**config.mk**
```make
export PLATFORM = sky130hd
export DESIGN_NAME = if_fetch_ctrl
export DESIGN_NICKNAME = d
export VERILOG_FILES = /design/src/rtl/if_ctrl_pkg.sv /design/src/rtl/if_mem_watchdog.sv /design/src/rtl/if_fetch_ctrl.sv
export SDC_FILE = /design/constraint.sdc
export NUM_CORES = 1
export LEC_CHECK = 0
export CAP_MARGIN = 20
export CORE_MARGIN = 2
export CORE_UTILIZATION = 33
export CTS_CLUSTER_DIAMETER = 200
export CTS_CLUSTER_SIZE = 24
export DETAILED_ROUTE_END_ITERATION = 7
export PLACE_DENSITY = 0.8
export SYNTH_ARGS = -nofsm -noshare
export SYNTH_HDL_FRONTEND = slang
export SYNTH_HIERARCHICAL = 1
export SYNTH_SLANG_ARGS = --single-unit
```
**constraint.sdc**
```tcl
create_clock -name CLK -period 2.1 [get_ports CLK]
set_input_delay 0.63 -clock CLK [delete_from_list [all_inputs] [get_ports CLK]]
set_output_delay 0.63 -clock CLK [all_outputs]
set_load 0.01 [all_outputs]
```
**src/rtl/if_ctrl_pkg.sv**
```systemverilog
// Shared types and constants for the IF-stage fetch controller.
package if_ctrl_pkg;

  typedef enum logic [1:0] {
    BOOT    = 2'd0,
    FETCH   = 2'd1,
    HALTED  = 2'd2,
    TIMEOUT = 2'd3
  } fetch_state_t;

  localparam logic [1:0] PCSEL_PC4    = 2'b00;
  localparam logic [1:0] PCSEL_JUMP   = 2'b01;
  localparam logic [1:0] PCSEL_BRANCH = 2'b10;

endpackage

```
**src/rtl/if_mem_watchdog.sv**
```systemverilog
// Saturating count of consecutive memory-wait cycles; expired marks the last tolerated wait.
module if_mem_watchdog #(
  parameter int MEM_TIMEOUT = 16
) (
  input  logic CLK,
  input  logic RESET,
  input  logic i_clr,
  input  logic i_inc,
  output logic o_expired
);

  localparam int CW = (MEM_TIMEOUT > 2) ? $clog2(MEM_TIMEOUT) : 1;
  localparam logic [CW-1:0] LAST = CW'(MEM_TIMEOUT - 1);

  logic [CW-1:0] r_cnt;

  // NOTE: sequential state uses non-blocking assignments so every register samples pre-edge values.
  always_ff @(posedge CLK or negedge RESET) begin
    if (!RESET) begin
      r_cnt <= '0;
    end else if (i_clr) begin
      r_cnt <= '0;
    end else if (i_inc && (r_cnt != LAST)) begin
      r_cnt <= r_cnt + 1'b1;
    end
  end

  assign o_expired = (r_cnt == LAST);

endmodule

```
**src/rtl/if_fetch_ctrl.sv**
```systemverilog
// IF-stage sequencer: Mealy decode of PC/IF-ID controls around a 4-state FSM.
// Optional perf counters are built when IF_PERF_CNT_EN is defined.
module if_fetch_ctrl
  import if_ctrl_pkg::*;
#(
  parameter int MEM_TIMEOUT = 16
) (
  input  logic        CLK,
  input  logic        RESET,
  input  logic        Mem_Ready,
  input  logic        Stall,
  input  logic        Jump,
  input  logic        Branch,
  input  logic        Halt_Req,
  input  logic        Resume,
  output logic [1:0]  PC_Sel,
  output logic        PCWrite,
  output logic        IFIDWrite,
  output logic        IF_Flush,
  output logic        Fetch_Req,
  output logic        Redir_Ack,
  output logic        Fetch_Err,
  output logic [31:0] Stall_Cnt,
  output logic [31:0] Flush_Cnt
);

  fetch_state_t r_state;
  fetch_state_t w_next;
  logic [1:0]   w_pc_sel;
  logic         w_pcwrite, w_ifidwrite, w_flush, w_fetch_req, w_ack;
  logic         w_redir, w_wait, w_expired;

  assign w_redir = Branch | Jump;
  assign w_wait  = (r_state == FETCH) && !Mem_Ready;

  if_mem_watchdog #(.MEM_TIMEOUT(MEM_TIMEOUT)) u_watchdog (
    .CLK       (CLK),
    .RESET     (RESET),
    .i_clr     (!w_wait),
    .i_inc     (w_wait),
    .o_expired (w_expired)
  );

  always_ff @(posedge CLK or negedge RESET) begin
    if (!RESET) r_state <= BOOT;
    else        r_state <= w_next;
  end

  // NOTE: every signal gets a default before the case so no path can infer a latch.
  always_comb begin
    w_next      = r_state;
    w_pc_sel    = PCSEL_PC4;
    w_pcwrite   = 1'b0;
    w_ifidwrite = 1'b1;
    w_flush     = 1'b1;
    w_fetch_req = 1'b0;
    w_ack       = 1'b0;
    case (r_state)
      BOOT: w_next = FETCH;
      FETCH: begin
        w_fetch_req = 1'b1;
        if (Mem_Ready) begin
          // Redirects outrank Stall: the squashed instruction no longer needs holding.
          if (w_redir) begin
            w_pc_sel  = Branch ? PCSEL_BRANCH : PCSEL_JUMP;
            w_pcwrite = 1'b1;
            w_ack     = 1'b1;
          end else if (Halt_Req) begin
            w_next = HALTED;
          end else if (Stall) begin
            w_ifidwrite = 1'b0;
            w_flush     = 1'b0;
          end else begin
            w_pcwrite = 1'b1;
            w_flush   = 1'b0;
          end
        end else begin
          if (Stall) begin
            w_ifidwrite = 1'b0;
            w_flush     = 1'b0;
          end
          if (w_expired) w_next = TIMEOUT;
        end
      end
      HALTED: begin
        if (w_redir) begin
          w_pc_sel  = Branch ? PCSEL_BRANCH : PCSEL_JUMP;
          w_pcwrite = 1'b1;
          w_ack     = 1'b1;
          w_next    = FETCH;
        end else if (Resume) begin
          w_next = FETCH;
        end
      end
      TIMEOUT: begin
        w_ifidwrite = 1'b0;
        w_flush     = 1'b0;
      end
      default: w_next = BOOT;
    endcase
  end

  assign PC_Sel    = w_pc_sel;
  assign PCWrite   = w_pcwrite;
  assign IFIDWrite = w_ifidwrite;
  assign IF_Flush  = w_flush;
  assign Fetch_Req = w_fetch_req;
  assign Redir_Ack = w_ack;
  assign Fetch_Err = (r_state == TIMEOUT);

`ifdef IF_PERF_CNT_EN
  logic [31:0] r_stall_cnt, r_flush_cnt;

  always_ff @(posedge CLK or negedge RESET) begin
    if (!RESET) begin
      r_stall_cnt <= '0;
      r_flush_cnt <= '0;
    end else begin
      if ((r_state == FETCH) && !w_pcwrite) r_stall_cnt <= r_stall_cnt + 32'd1;
      if (w_ifidwrite && w_flush)           r_flush_cnt <= r_flush_cnt + 32'd1;
    end
  end

  assign Stall_Cnt = r_stall_cnt;
  assign Flush_Cnt = r_flush_cnt;
`else
  assign Stall_Cnt = 32'd0;
  assign Flush_Cnt = 32'd0;
`endif

endmodule

```
==> flow_metrics.tcl <==
set metrics [dict create \
    dp_hpwl_um 1340 \
    grt_overflow 0 \
    cp_slowest_cell "dfrtp_1" \
    routed_wl_um 1580 \
    yosysWarnings 6 \
    yosys_most_used_dff "dfrtp_1" \
    end_kind "output port" \
    fmax_mhz 477 \
    synth_seq_area_share 0.148 \
    crit_path_max_fanout 4 \
    antenna_left 0 \
    io_pins 80 \
    dieArea_um2 3530 \
    drive_above_1_share 0.265 \
    crit_family "flip-flops" \
    drt_iter0_drc 11 \
    power_leakage_nw 0.602 \
    synth_seq_cells 6 \
    vias 705 \
    setup_viol 0 \
    hold_viol 0 \
    synth_edf_count 0 \
    multiInputGateArea_um2 661 \
    whs_ns 0.570 \
    ctsRootBufferMaster "clkbuf_4" \
    regArea_um2 150 \
    track_usage 0.0798 \
    power_density_nw_per_um2 643 \
    area_growth_pct 6.68 \
    status "finished clean" \
    ir_drop_mv 0.152 \
    cts_tree "built" \
    synth_area_leaders "buf_4 (47%), dfrtp_1 (15%), ha_1 (6.2%)" \
    synthCells 123 \
    rsz0062_at_grt "true" \
    n_antenna_cell 0 \
    hp-class "reg2reg" \
    path_clk_slew_ns 0.05 \
    synth_top_area_share 0.475 \
    crit_type "reg2out" \
    syn_area_um2 1010 \
    remaining_drc_errors 0 \
    h-tree-depth 1 \
    antenna_found_initial 0 \
    fill_cells 300 \
    yosysUniqueCellTypes 31 \
    nNetsFinal 166 \
    grt_pass1_wl_um 2140 \
    finalPower_mw 0.695 \
    cts_setup_buffers 0 \
    grt_pass1_vias 545 \
    dr.pass1.iters 3 \
    cts_made_buffers 3 \
    timing.final.crit_share 0.997 \
    cap_violations 0 \
    start_kind "flop" \
    rows 20 \
    cp.arrival_ns 1.46 \
    min_period_ns 2.09 \
    start_util 0.340 \
    grt_max_degree 9 \
    holdBufCountCts 0 \
    yosysTopAreaCell "buf_4" \
    die_w_um 59.4 \
    slowest_delay_ns 0.43 \
    clock_path_buffers 2 \
    timing.final.max_slew_violations 0 \
    cts.sinks 6 \
    async_reset_ff_frac 1.00 \
    synthMostInstantiatedCell "buf_4" \
    cp_data_required_time_ns 1.47 \
    clock-skew-final_ns 0.00232 \
    via_per_inst 3.83 \
    cp_num_buf_inv 1 \
    insertion_delay_ns 0.24 \
    port_buffers 15 \
    ys_top_cells_by_count "buf_4 (64), dfrtp_1 (6), ha_1 (5), nand2b_1 (5), nor2_1 (5)" \
    avgSynthCellArea_um2 8.23 \
    core_um2 2980 \
    gp_congestion 0.854 \
    die_h_um 59.4 \
    crit_path_cell_trace "ha_4 -> and2_4 -> o21ai_4 -> nor2_1 -> clkdlybuf4s15_2" \
    wire_per_inst_um 8.56 \
]
==> registers in the layout (all words and copies together) (netlist names) <==
name and cells:
u_watchdog/r_cnt 4, r_state 2
==> worst min-delay path: cells and delay by family (launching register included) <==
| family | cells | cell delay, ns |
|---|---|---|
| flops | 1 | 0.39 |
| mux | 1 | 0.06 |
| simple gates | 1 | 0.08 |
==> area by class of cell <==
cell class                 count  share of cell area
inverter                       4              0.0139
multi-input combinational    112               0.612
sequential                     6               0.139
timing repair buffer          26               0.176
tap                           33              0.0382
clock buffer                   3              0.0209
==> power breakdown <==
group	internal (mW)	total [mW]	switching (mW)
clock network	0.0645	0.104	0.0397
registers	0.138	0.161	0.0234
logic	0.197	0.429	0.232
total	0.399	0.695	0.296
==> per-layer routing <==
| layer | GRT usage | vias to the layer above | share of wire |
|---|---|---|---|
| met5 | 0 | - | 0 |
| met4 | 0.0390 | 0 | 0 |
| met3 | 0.0131 | 0 | 0.069 |
| met2 | 0.159 | 39 | 0.56 |
| met1 | 0.0772 | 332 | 0.37 |
| li1 | - | 334 | - |
==> path summary, 6_finish.rpt <==
kind	from	end	slack, ns	cells after the start
max	r_state[0]$_DFFE_PN0P_	Redir_Ack	0.006	5
min	u_watchdog/r_cnt[1]$_DFFE_PN0P_	u_watchdog/r_cnt[1]$_DFFE_PN0P_	0.57	2
max reg2reg	r_state[0]$_DFFE_PN0P_	r_state[1]$_DFFE_PN0P_	0.38	5
min reg2reg	u_watchdog/r_cnt[1]$_DFFE_PN0P_	u_watchdog/r_cnt[1]$_DFFE_PN0P_	0.57	2
max in group asynchronous	RESET	u_watchdog/r_cnt[3]$_DFFE_PN0P_	1.25	1
min in group asynchronous	RESET	u_watchdog/r_cnt[1]$_DFFE_PN0P_	0.63	1
==> metrics by stage <==
stage	util	worst slack [ns]	setup TNS, ns	std cells	instance area, um2
final	0.363	0.00570	0	184	1080
after global routing	0.363	-0.0369	-0.111	184	1080
after CTS	0.357	-0.0200	-0.0200	184	1060
after detailed placement	0.350	-0.768	-4.28	181	1040
after global placement	0.350	-0.744	-4.09	181	1040
after floorplan	-	0.0294	0	186	1250
==> cells in the final DEF (no fill, tap or decap), types with 3 or more instances in the layout <==
cell / synthesis / routed
a21oi_1: 4 / 4
nor2b_1: 3 / 3
buf_2: 0 / 4
dfrtp_1: 6 / 6
nor2_1: 5 / 4
buf_4: 64 / 11
nand2b_1: 5 / 5
conb_1: 1 / 64
clkbuf_4: 0 / 3
dlygate4sd2_1: 0 / 3
clkbuf_2: 0 / 4
==> cells by family (layout without fill, tap and decap cells) <==
family                     Yosys count  after routing  share of synthesized area
muxes                                3              3                     0.0358
and+or+nand+nor                     27             27                      0.182
DFF                                  6              6                      0.148
adders and majority gates            5              5                     0.0618
AOI/OAI and AO/OA                   13             13                     0.0791
other                                1             64                    0.00370
buffers and inverters               68             33                      0.489
==> timing repair <==
item,4_1_cts,5_1_grt
setup endpoints to repair,8,6
endpoints found under the hold margin,0,0
pin swaps,1,2
gates resized for setup,39,13
Power figures use the tool's default switching activity.
